**src/rtl/rcv_bit_timer.sv**
```systemverilog
// USB receive bit timer: recovers the bit-centre sample point from line edges,
// drops stuffed bits and strobes unstuffed data bits and completed bytes to
// the receive shift register.
module rcv_bit_timer #(
  parameter int CLKS_PER_BIT  = 8,
  parameter int SAMPLE_POINT  = 3,
  parameter int BITS_PER_BYTE = 8,
  parameter int MAX_ONES      = 6
) (
  input  logic                             clk,
  input  logic                             rst,
  input  logic                             rcving,
  input  logic                             d_edge,
  input  logic                             d_orig,
  output logic                             shift_enable,
  output logic                             rcv_bit,
  output logic                             byte_received,
  output logic                             stuff_err,
  output logic [$clog2(BITS_PER_BYTE)-1:0] bit_count
);

  localparam int PW  = $clog2(CLKS_PER_BIT);
  localparam int OW  = $clog2(MAX_ONES + 1);
  localparam int BCW = $clog2(BITS_PER_BYTE);

  localparam logic [PW-1:0]  PH_LAST  = PW'(CLKS_PER_BIT - 1);
  localparam logic [PW-1:0]  PH_SAMP  = PW'(SAMPLE_POINT);
  localparam logic [OW-1:0]  ONES_MAX = OW'(MAX_ONES);
  localparam logic [BCW-1:0] BC_LAST  = BCW'(BITS_PER_BYTE - 1);

  logic [PW-1:0]  r_phase, w_phase_nxt;
  logic [OW-1:0]  r_ones, w_ones_nxt;
  logic [BCW-1:0] r_bit_count, w_bit_count_nxt;
  logic           r_shift, r_rcv_bit, r_byte, r_stuff_err;

  logic w_sample, w_stuff, w_data, w_last;

  // The sample point is the current phase; an edge in the same cycle still
  // samples, it only restarts the phase for the next bit.
  assign w_sample = rcving && (r_phase == PH_SAMP);
  assign w_stuff  = w_sample && (r_ones == ONES_MAX);
  assign w_data   = w_sample && !w_stuff;
  assign w_last   = (r_bit_count == BC_LAST);

  // Next-state for phase, ones run length and bit position in the byte.
  // The edge cycle counts as phase 0, so the phase after an edge is 1.
  always_comb begin
    w_phase_nxt     = r_phase;
    w_ones_nxt      = r_ones;
    w_bit_count_nxt = r_bit_count;
    if (!rcving) begin
      w_phase_nxt     = '0;
      w_ones_nxt      = '0;
      w_bit_count_nxt = '0;
    end else begin
      if (d_edge)                 w_phase_nxt = PW'(1);
      else if (r_phase == PH_LAST) w_phase_nxt = '0;
      else                        w_phase_nxt = r_phase + PW'(1);

      if (w_stuff) begin
        w_ones_nxt = '0;
      end else if (w_data) begin
        if (!d_orig)                 w_ones_nxt = '0;
        else if (r_ones != ONES_MAX) w_ones_nxt = r_ones + OW'(1);
        w_bit_count_nxt = w_last ? '0 : r_bit_count + BCW'(1);
      end
    end
  end

  // State and registered strobes; strobes are high only in the cycle after the sample.
  always_ff @(posedge clk or posedge rst) begin
    if (rst) begin
      r_phase     <= '0;
      r_ones      <= '0;
      r_bit_count <= '0;
      r_shift     <= 1'b0;
      r_rcv_bit   <= 1'b0;
      r_byte      <= 1'b0;
      r_stuff_err <= 1'b0;
    end else begin
      r_phase     <= w_phase_nxt;
      r_ones      <= w_ones_nxt;
      r_bit_count <= w_bit_count_nxt;
      r_shift     <= w_data;
      r_rcv_bit   <= w_data && d_orig;
      r_byte      <= w_data && w_last;
      r_stuff_err <= w_stuff && d_orig;
    end
  end

  assign shift_enable  = r_shift;
  assign rcv_bit       = r_rcv_bit;
  assign byte_received = r_byte;
  assign stuff_err     = r_stuff_err;
  assign bit_count     = r_bit_count;

endmodule

```
**config.mk**
```make
export PLATFORM = sky130hd
export DESIGN_NAME = rcv_bit_timer
export DESIGN_NICKNAME = d
export VERILOG_FILES = /design/src/rtl/rcv_bit_timer.sv
export SDC_FILE = /design/constraint.sdc
export NUM_CORES = 1
export LEC_CHECK = 0
export BUFFER_PORTS_ARGS = -buffer_cell sky130_fd_sc_hd__buf_2
export CAP_MARGIN = 5
export CORE_AREA = 3 3 50 52
export CTS_CLUSTER_SIZE = 12
export DETAILED_ROUTE_END_ITERATION = 16
export DIE_AREA = 0 0 53 55
export GPL_TIMING_DRIVEN = 0
export HOLD_SLACK_MARGIN = 0.03
export PLACE_DENSITY = 0.45
export SYNTH_ARGS = -nofsm -noshare
export SYNTH_HDL_FRONTEND = slang
export SYNTH_SLANG_ARGS = --single-unit
```
**constraint.sdc**
```tcl
create_clock -name clk -period 2.7 [get_ports clk]
set_clock_uncertainty 0.15 [all_clocks]
set_input_delay 0.27 -clock clk [delete_from_list [all_inputs] [get_ports clk]]
set_output_delay 0.27 -clock clk [all_outputs]
set_load 0.03 [all_outputs]
```
Word-level counts from Yosys, hierarchy flattened

Index checks and enable logic that the tools add are counted.

Bits in registers: 13
Input bits: 5
Output and inout bits: 7
Logic and storage cells: 40

$add $sub $neg: 3
Equal/unequal tests: 9
Mux-type cells: 12
Reduce and logical (&&, ||, !) cells: 9

Operator list:

| operator              | number |
|---|---|
| $mux W3               | 12 |
| $add A3 B1 Y3 const B | 3 |
| $eq A3 B3 Y1 const B  | 3 |
| $logic_and A1 B1 Y1   | 6 |
| $ne A4 B2 Y1 const B  | 1 |
| $reduce_and A2 Y1     | 2 |
| $eq A3 B2 Y1 const B  | 1 |
| $ne A3 B1 Y1 const B  | 1 |
| $ne A3 B3 Y1 const B  | 1 |
| $ne A2 B1 Y1 const B  | 1 |
| $ne A2 B2 Y1 const B  | 1 |
| $logic_not A1 Y1      | 1 |

Logic depth before layout (Yosys ltp)

Gate-level depths: netlist of run 1.

Depth in word-level cells: 8
Depth in mapped cells: 6
Depth with buffers taken out: 5

Least setup slack after synthesis of run 1

OpenSTA, ideal clock, no wires.

Kind: reg2reg
Start: register r_bit_count[0], in the netlist bit_count[0]
End: register r_bit_count[0], in the netlist bit_count[0]
Setup time: 79 ps
Arrival time: 1308 ps
Required time: 2471 ps
Path slack: 1162 ps
Cell stages (with the launch flop): 5
Buffers on the path: 0
Clock period less this slack: 1538 ps
Path through: dfrtp_1 -> ha_1 -> ha_1 -> or2_2 -> mux2i_1

Cells in the longest elaborated chain, start to end: 5
Elaborated cells between the ends (all ways): 6
Classes of those cells: add/sub: 1; eq/ne: 1; mux: 4

Ends and longest elaborated chain:

| what                                          | RTL line | RTL |
|---|---|---|
| from (decl)                                   | 33       | `logic [BCW-1:0] r_bit_count, w_bit_count_nxt;` |
| from (signal assigned)                        | 83       | `r_bit_count <= w_bit_count_nxt;` |
| $add A3 B1 Y3 or $eq A3 B3 Y1 (tied branches) | 65, 43   |  |
| $mux W3 *                                     | 65       | `w_bit_count_nxt = w_last ? '0 : r_bit_count + BCW'(1);` |
| $mux W3 *                                     | 62       | `end else if (w_data) begin` |
| $mux W3 *                                     | 60       | `if (w_stuff) begin` |
| $mux W3 *                                     | 51       | `if (!rcving) begin` |

Every way passes the cells marked *; elsewhere a longest branch is shown, timed or not. The select of a mux whose other input is x is not followed.
A chain may end at the register's enable or synchronous reset.

Worst setup path in the final report of run 1

Start: register r_phase[0]
End: register r_byte, in the netlist byte_received

Cells in the longest elaborated chain, start to end: 6

Ends and longest elaborated chain:

| what                   | RTL line | RTL |
|---|---|---|
| from (decl)            | 31       | `logic [PW-1:0] r_phase, w_phase_nxt;` |
| from (signal assigned) | 81       | `r_phase <= w_phase_nxt;` |
| $eq A3 B2 Y1 *         | 40       | `assign w_sample = rcving && (r_phase == PH_SAMP);` |
| $logic_and A1 B1 Y1 *  | 40       |  |
| $logic_and A1 B1 Y1    | 41       | `assign w_stuff = w_sample && (r_ones == ONES_MAX);` |
| $logic_not A1 Y1       | 42       | `assign w_data = w_sample && !w_stuff;` |
| $logic_and A1 B1 Y1 *  | 42       |  |
| named net w_data       | 36       | `logic w_sample, w_stuff, w_data, w_last;` |
| $logic_and A1 B1 Y1 *  | 86       | `r_byte <= w_data && w_last;` |
| to (signal assigned)   | 86       |  |
| to (decl)              | 34       | `logic r_shift, r_rcv_bit, r_byte, r_stuff_err;` |

Mark *: on every way through the listed nets, which the timed path passes. The rest lies on a longest branch.

==> metrics.txt, run 1 <==
outcome=finished, final reports clean; max-capacitance violation count=0; worst setup margin=roughly 1.1 ns; worst path buffer plus inverter count=1; Die Wd=53 um; fmax=0.629 GHz; flop and latch count out of synthesis=13; TritonRoute pass-1 iters=2; Adder-Cell Fraction of Synth Area=0.141; pwr dens=around 450 nW/um^2; Mapped Nets=between 60 and 70; area share of the largest cell type after synthesis=0.524; largest net degree at the start of global routing=14; Most common cell on crit path=ha_1; RePlAce Congestion=about 0.73; Pleak=between 0.4 and 0.5 nW; multiplexer share of the synthesized area=0.0484; post-synthesis sequential area ratio=0.524; critical path's slowest cell=dfrtp_1; Via Count=~430; CP Capture Type=flip-flop; M3 GR Usage=0.0483; DRC viols=0; syn avg cell area=11.3 sq um; met2 layer usage reported by global route=0.151; number of global-route vias before repair=432; worst-path fanout max=5; clk sinks=13; GR peak layer=met2; Clock transition at path regs=0.08 ns; worst rel slew slack=0.667; critical path's top delay family=adder cells; worst-skew pair later-pin latency=0.27 ns; vias per cell=4.25; final period utilization=0.589; GRT overflow=0; register area=325 sq um; Final min period=about 1.6 ns; Final Max Tran Viols=0; Ys Warns=0; port bufs=11; met1 Track Usage GR=0.104; layout cells sized above 1=0.236; Area Growth Syn to Fin=22.0%; first-pass GRT wire length=~1.8 mm; largest family of logic cells by synthesized area=simple AND/OR/NAND/NOR gates; fill count=between 200 and 250; simple-gate share of the synthesized area=0.177; Setup TNS=0 ns; actual slew at the worst max-slew pin=between 0.4 and 0.5 ns; Req. time, crit path=between 2 and 3 ns; pre-CTS setup slack=1.13 ns; root buf cell=clkbuf_4; DRT iter0 DRCs=4; unrepaired setup endpoints after global routing=no; CTS tree=done; final net count=85; WL final=1.03 mm; endpoints failing hold=0; antenna violations before repair=0; average wire per standard cell=10.3 um; IO Pins=12; CP Cell Sequence=ha_1 > ha_1 > and3_1 > buf_6 > and2_1; DRT antenna net count=0; initial core utilization=0.289; crit-path max cell delay=0.39 ns; post-synth cell types=21; area leader, netlist=dfrtp_1; Peak supply drop=~250 uV; Mapped Cells=55; H-tree Lvls=1; CP startpoint kind=flip-flop; # setup viols final=0; Multi-input gate area=260 sq um; Synth Area in Compound Gates=0.0524; Setup Crit Path Kind=reg -> reg; TritonCTS Buffers=3; Placeable Area=~2100 sq um; HPWL reported at the end of detailed placement=778 um; Die Y=about 55 um; Longest Clk Path Bufs=2; hold crit path type=in -> reg; Final Core Density=0.352; row count=17; Total Routing Usage GR=0.0915; Cell Area, Synth=621 sq um; Post-CTS Resized=0; largest cells by area after synthesis=dfrtp_1 52%, ha_1 14%, mux2i_1 4.8%; Ant. Diodes=0; post-synthesis xor/xnor area fraction=0; Critical Path AT=1.60 ns; die area=about 2900 sq um
synth_stat cells (all sizes together):
master and number:
a21boi 1, nand2 7, nor2b 1, nand4 1, buf 2, or3b 1, dfrtp 13, and2 1
nand3 1, o21ai 2, nor3b 2, nand2b 1, or2 1, and3 1, inv 5, nor2 2
mux2i 3, ha 7, o21a 2, nor4bb 1
final timing paths:
kind,start,to,slack [ns],cells after the start
setup / recovery,r_phase[0],byte_received,1.11,5
hold / removal,d_orig,stuff_err,0.13,3
setup reg to reg,r_phase[0],byte_received,1.11,5
hold reg to reg,r_ones[0],r_ones[0],0.38,1
max in group asynchronous,rst,stuff_err,1.65,3
min in group asynchronous,rst,r_phase[0],0.40,3
cell families after synthesis:
logic type	after synthesis
buf+inv	7
fa+ha+maj	7
simple gates	20
compound gates	5
flops	13
mux	3
sequential cells by signal, summed over array words and instances (netlist names):
register,cells
byte_received,1
shift_enable,1
r_phase,3
r_ones,3
rcv_bit,1
bit_count,3
stuff_err,1
stage by stage:
| step | power, mW | cell area, sq um | hold WS (ns) | std cells |
|---|---|---|---|---|
| after floorplan | 0.219 | 621 | -0.00304 | 55 |
| after global placement | 0.227 | 711 | 0.184 | 94 |
| after detailed placement | 0.227 | 711 | 0.175 | 94 |
| after CTS | 0.349 | 757 | 0.119 | 100 |
| after global routing | 0.363 | 757 | 0.146 | 100 |
| final | 0.341 | 757 | 0.134 | 100 |
worst min-delay path, stage by stage:
cell	delay, ns
buf_2	0.11
nand2_1	0.08
nor2_1	0.05
routing by layer:
metal	vias up	routed length, um
li1	215	-
met1	200	514
met2	8	456
met3	2	45
met4	0	11
met5	-	0
where the power goes:
| part | total, mW | switching (mW) | internal, mW | leakage (nW) |
|---|---|---|---|---|
| clock | 0.116 | 0.0587 | 0.0571 | 0.0150 |
| sequential | 0.200 | 0.00184 | 0.198 | 0.179 |
| combinational | 0.0255 | 0.0143 | 0.0112 | 0.210 |
repair_timing:
action                                 in CTS  in global routing
endpoints found under the hold margin      14                  0
hold buffers                                2                  0
setup buffers                               0                  0
placed cells by master (no fill, tap or decap):
master,netlist,routed
a21boi_1,1,1
and2_1,1,1
and3_1,1,1
buf_2,1,12
buf_6,1,1
clkbuf_1,0,1
clkbuf_4,0,3
dfrtp_1,13,13
dlygate4sd3_1,0,2
ha_1,7,7
inv_1,5,5
mux2i_1,3,3
nand2_1,7,7
nand2b_1,1,1
nand3_1,1,1
nand4_1,1,1
nor2_1,2,2
nor2b_1,1,1
nor3b_1,2,2
nor4bb_1,1,1
o21a_1,2,2
o21ai_0,2,2
or2_2,1,1
or3b_1,1,1
layout make-up:
cell class | instances | area share
Sequential cell | 13 | 0.430
Tap cell | 28 | 0.0463
Clock buffer | 4 | 0.0347
Inverter | 5 | 0.0248
Buffer | 2 | 0.0215
Multi-Input combinational cell | 35 | 0.344
Timing Repair Buffer | 13 | 0.0992
No activity file was read; power rests on OpenSTA's default activity.
==> inputs of run 2 (changes only) <==
- PLACE_DENSITY: 0.45 -> 0.47
- clock period: 2.7 -> 1.3 ns (I/O delays scaled with it)
==> metrics.txt, run 2 (synthesis results as in run 1) <==
outcome=complete, but fails checks (was finished, final reports clean); failing checks=negative setup slack; Placeable Area=2150 sq um (unchanged); actual slew at the worst max-slew pin=0.502 ns (was 0.499 ns); Via Count=440 (was 425); slack of the worst reg-to-reg path=-0.17 ns (was 1.11 ns); fill count=214 (was 221); max-capacitance violation count=0 (unchanged); root buf cell=clkbuf_4 (unchanged); Peak supply drop=553 uV (was 252 uV); RePlAce Congestion=0.669 (was 0.730); dpl cells=94 (unchanged); number of global-route vias before repair=432 (unchanged); Clock transition at path regs=0.08 ns (about the same); worst setup margin=-0.171 ns (was 1.11 ns); average wire per standard cell=11.0 um (was 10.3 um); switching share of power=0.230 (was 0.220); layout cells sized above 1=0.384 (was 0.236); worst-skew pair later-pin latency=0.27 ns (about the same); die area=2920 sq um (unchanged); most frequent cells in the layout=12 x buf_2, 11 x dfrtp_1, 7 x nand2_1 (was 13 x dfrtp_1, 12 x buf_2, 7 x nand2_1, 7 x ha_1, 5 x inv_1); Req. time, crit path=1.36 ns (was 2.71 ns); hold slack=0.0485 ns (was 0.134 ns); register area=328 sq um (was 325 sq um); row count=17 (unchanged); DRT antenna net count=0 (unchanged); commonest non-fill, non-tap cell in the layout=buf_2 (was dfrtp_1); Setup Crit Path Kind=reg -> reg (unchanged); hold path depth=3 (unchanged); final period utilization=1.13 (was 0.589); unrepaired setup endpoints after global routing=yes (was no); Area Growth Syn to Fin=37.1% (was 22.0%); DRT iter0 DRCs=2 (was 4); Sw Pwr=0.167 mW (was 0.0749 mW); first-pass GRT wire length=1.79 mm (was 1.84 mm); port bufs=11 (unchanged); Die Y=55 um (unchanged); WHS Endpoint=rcv_bit (was stuff_err); H-tree Lvls=1 (unchanged); clock share of power=0.341 (was 0.340); CTS tree=done (unchanged); Seq pwr share=0.573 (was 0.585); beginning of the worst register-to-register path=r_ones[0] (was r_phase[0]); Multi-input gate area=342 sq um (was 260 sq um); pwr dens=855 nW/um^2 (was 450 nW/um^2); TritonCTS Buffers=3 (unchanged); vias per cell=4.36 (was 4.25); combinational share of power=0.086 (was 0.075); Longest Clk Path Bufs=2 (unchanged); r2r endpoint=r_ones[2] (was byte_received); fmax=0.680 GHz (was 0.629 GHz); initial core utilization=0.289 (unchanged); # setup viols final=7 (was 0); GRT overflow=0 (unchanged); CP startpoint kind=flip-flop (unchanged); final std cells w/o fill=101 (was 100); largest net degree at the start of global routing=14 (unchanged); worst rel slew slack=0.665 (was 0.667); Final Core Density=0.396 (was 0.352); CP Capture Type=flip-flop (unchanged); hold crit path type=in -> reg (unchanged); endpoints failing hold=0 (unchanged); setup bufs post-CTS=0 (unchanged); Ant. Diodes=0 (unchanged); cells on worst reg2reg path=5 (unchanged); Pleak=0.389 nW (was 0.404 nW); P_int=0.560 mW (was 0.266 mW); DRC viols=0 (unchanged); worst-path fanout max=4 (was 5); TritonRoute pass-1 iters=4 (was 2); Total Routing Usage GR=0.0886 (was 0.0915); Final Max Tran Viols=0 (unchanged); hold path start=d_orig (unchanged); Final min period=1.47 ns (was 1.59 ns); Die Wd=53 um (unchanged); Critical Path AT=1.54 ns (was 1.60 ns); HPWL reported at the end of detailed placement=813 um (was 778 um); final net count=86 (was 85); clk sinks=13 (unchanged); IO Pins=12 (unchanged); WL final=1.11 mm (was 1.03 mm); antenna violations before repair=0 (unchanged)
-- run 2: changes by cell type in the layout (fill, tap and decap cells not counted), sizes merged --
cell and change:
dlygate4sd3 +1
-- run 2: area by class of cell --
| cell class | count | share of cell area |
|---|---|---|
| multi-input cells | 35 | 0.401 |
| flip-flops and latches | 13 | 0.385 |
| repair buffers | 14 | 0.100 |
| well taps | 28 | 0.0412 |
| clock buffers | 4 | 0.0309 |
| inverters | 5 | 0.0221 |
| plain buffers | 2 | 0.0191 |
-- run 2: timing repair --
action / CTS / global route
endpoints found under the hold margin: 17 / 0
hold buffers: 3 / 0
resized for setup: 1 / 4
setup endpoints to repair: 8 / 9
pin swaps: 0 / 2
-- run 2: worst max-delay path by stage --
| stage | slack [ns] | cells after the start | startpoint | end |
|---|---|---|---|---|
| 6_report | -0.17 | 5 | r_ones[0] | r_ones[2] |
| 3_5_place_dp | -0.15 | 5 | r_ones[0] | r_ones[2] |
| 2_1_floorplan | -0.07 | 5 | r_ones[0] | r_ones[2] |
| 5_1_grt | -0.23 | 5 | r_ones[0] | r_ones[2] |
| 3_3_place_gp | -0.13 | 5 | r_ones[0] | r_ones[2] |
| 4_1_cts | -0.18 | 5 | r_ones[0] | r_ones[2] |
-- run 2: worst max-delay path, stage by stage, from the launching register on --
cell	delay [ns]
dfrtp_1	0.40
inv_1	0.06
ha_2	0.19
or3b_1	0.34
a21boi_1	0.13
o21a_1	0.13
-- run 2: power by group through the flow --
| stage | clock, mW | combinational (mW) | sequential, mW |
|---|---|---|---|
| floorplan | 0 | 0.0321 | 0.427 |
| global route | 0.284 | 0.0715 | 0.418 |
| finish | 0.248 | 0.0629 | 0.417 |
| detailed placement | 0 | 0.0541 | 0.423 |
| CTS | 0.266 | 0.0615 | 0.415 |
| global placement | 0 | 0.0538 | 0.423 |
-- run 2: stage by stage --
stage / total power, mW / instance area [sq um] / setup TNS [ns] / setup slack [ns]
after floorplan: 0.459 / 676 / -0.288 / -0.0715
after global placement: 0.477 / 766 / -0.536 / -0.130
after detailed placement: 0.477 / 766 / -0.612 / -0.150
after CTS: 0.742 / 822 / -0.803 / -0.179
after global routing: 0.774 / 851 / -1.39 / -0.234
final: 0.728 / 851 / -0.738 / -0.171
-- run 2: metal layers --
layer / wire length (um) / global-route usage / share of wire / vias up
li1: - / - / - / 218
met1: 489 / 0.0969 / 0.44 / 214
met4: 16 / 0.0383 / 0.014 / 0
met5: 0 / 0 / 0 / -
met2: 565 / 0.149 / 0.51 / 6
met3: 36 / 0.0402 / 0.033 / 2
==> inputs of run 3 (changes only) <==
- PLACE_DENSITY: 0.47 -> unset
- RECOVER_POWER: unset -> 100
==> metrics.txt, run 3 (synthesis results as in run 1) <==
Final Power=0.722 mW (was 0.728 mW); clk sinks=13 (unchanged); actual slew at the worst max-slew pin=0.498 ns (was 0.502 ns); Clock transition at path regs=0.08 ns (about the same); outcome=complete, but fails checks (unchanged); layout cells sized above 1=0.387 (was 0.384); WL final=1.07 mm (was 1.11 mm); worst rel slew slack=0.668 (was 0.665); Area Growth Syn to Fin=37.3% (was 37.1%); Die Y=55 um (unchanged); Ant. Diodes=0 (unchanged); HPWL reported at the end of detailed placement=786 um (was 813 um); endpoints failing hold=0 (unchanged); Longest Clk Path Bufs=2 (unchanged); vias per cell=4.42 (was 4.36); port bufs=11 (unchanged); CP startpoint kind=flip-flop (unchanged); first-pass GRT wire length=1.75 mm (was 1.79 mm); Req. time, crit path=1.36 ns (about the same); critical path's slowest cell=dfrtp_1 (unchanged); worst setup margin=-0.140 ns (was -0.171 ns); RePlAce Congestion=0.658 (was 0.669); worst-path fanout max=3 (was 4); root buf cell=clkbuf_4 (unchanged); TritonCTS Buffers=3 (unchanged); final net count=88 (was 86); pwr dens=848 nW/um^2 (was 855 nW/um^2); register area=328 sq um (unchanged); largest net degree at the start of global routing=14 (unchanged); DRT iter0 DRCs=9 (was 2); DRC viols=0 (unchanged); critical path's top delay family=flip-flops (unchanged); Multi-input gate area=337 sq um (was 342 sq um); worst-skew pair later-pin latency=0.26 ns (was 0.27 ns); Placeable Area=2150 sq um (unchanged); Die Wd=53 um (unchanged); hold crit path type=in -> reg (unchanged); crit-path max cell delay=0.38 ns (was 0.40 ns); die area=2920 sq um (unchanged); pre-CTS setup slack=-0.137 ns (was -0.150 ns); CP Capture Type=flip-flop (unchanged); Final min period=1.44 ns (was 1.47 ns); Setup Crit Path Kind=reg -> reg (unchanged); cells on worst reg2reg path=5 (unchanged); IO Pins=12 (unchanged); antenna violations before repair=0 (unchanged); GRT overflow=0 (unchanged); WP depth=5 (unchanged); number of global-route vias before repair=429 (was 432); TritonRoute pass-1 iters=4 (unchanged); Final Max Tran Viols=0 (unchanged); average wire per standard cell=10.4 um (was 11.0 um); max-capacitance violation count=0 (unchanged); Pleak=0.378 nW (was 0.389 nW); initial core utilization=0.289 (unchanged); unrepaired setup endpoints after global routing=yes (unchanged); Total Routing Usage GR=0.0846 (was 0.0886); most frequent cells in the layout=11 x dfrtp_1, 7 x nand2_1, 5 x buf_2, 5 x clkbuf_1 (was 12 x buf_2, 11 x dfrtp_1, 7 x nand2_1); # setup viols final=9 (was 7); CP Cell Sequence=inv_1 > ha_2 > or3b_4 > a21boi_2 > o21a_1 (was inv_1 > ha_2 > or3b_1 > a21boi_1 > o21a_1); hold path depth=2 (was 3); fmax=0.695 GHz (was 0.680 GHz); commonest non-fill, non-tap cell in the layout=dfrtp_1 (was buf_2); CTS tree=done (unchanged); row count=17 (unchanged); Critical Path AT=1.50 ns (was 1.54 ns); H-tree Lvls=1 (unchanged); worst path buffer plus inverter count=1 (unchanged); failing checks=negative setup slack (unchanged); final period utilization=1.11 (was 1.13); Via Count=455 (was 440); Peak supply drop=450 uV (was 553 uV); DRT antenna net count=0 (unchanged); fill count=210 (was 214)
## run 3: cell count changes in the layout (fill, tap and decap cells not counted), moves of 3 or more
cell / change
buf_4: +3
buf_2: -7
clkbuf_2: +3
clkbuf_1: +4
## run 3: final cells by class
type / instances / share of cell area
Multi-Input combinational cell: 35 / 0.395
Sequential cell: 13 / 0.385
Timing Repair Buffer: 17 / 0.120
Tap cell: 28 / 0.0411
Clock buffer: 4 / 0.0308
Inverter: 5 / 0.0220
Buffer: 1 / 0.00587
## run 3: layer usage
metal	vias up	part of all wire	global-route usage	wire (um)
met5	-	0	0	0
met4	0	0.018	0.0511	19
met3	2	0.048	0.0241	51
met2	12	0.48	0.140	511
met1	218	0.45	0.0969	484
li1	223	-	-	-
## run 3: timing repair
item,CTS,global route
endpoints found under the hold margin,18,0
setup endpoints to repair,8,9
pin swaps,2,6
hold buffers,3,0
cloned,0,0
resized for setup,1,9
setup buffers,2,1
## run 3: per-stage QoR
step | TNS, ns | utilization | area (sq um) | hold slack (ns) | std cells
global placement | -0.484 | 0.356 | 766 | 0.0222 | 94
CTS | -0.291 | 0.389 | 836 | 0.0446 | 102
detailed placement | -0.578 | 0.356 | 766 | 0.0375 | 94
floorplan | -0.288 | - | 676 | -0.143 | 55
finish | -0.784 | 0.397 | 852 | 0.0644 | 103
global route | -1.62 | 0.397 | 852 | 0.0533 | 103
## run 3: path summary, 6_finish.rpt
path	start	endpoint	slack, ns
worst min register to register	r_ones[1]	r_ones[1]	0.40
max in group asynchronous	rst	bit_count[0]	0.35
worst min-delay path	rcving	shift_enable	0.06
worst max register to register	r_ones[0]	r_ones[2]	-0.14
worst max-delay path	r_ones[0]	r_ones[2]	-0.14
min in group asynchronous	rst	r_phase[0]	0.29
## run 3: where the power goes
part	switching (mW)	leakage (nW)	total [mW]	internal (mW)
Clock	0.122	0.0150	0.241	0.118
Combinational	0.0334	0.187	0.0665	0.0331
Sequential	0.00437	0.176	0.415	0.411
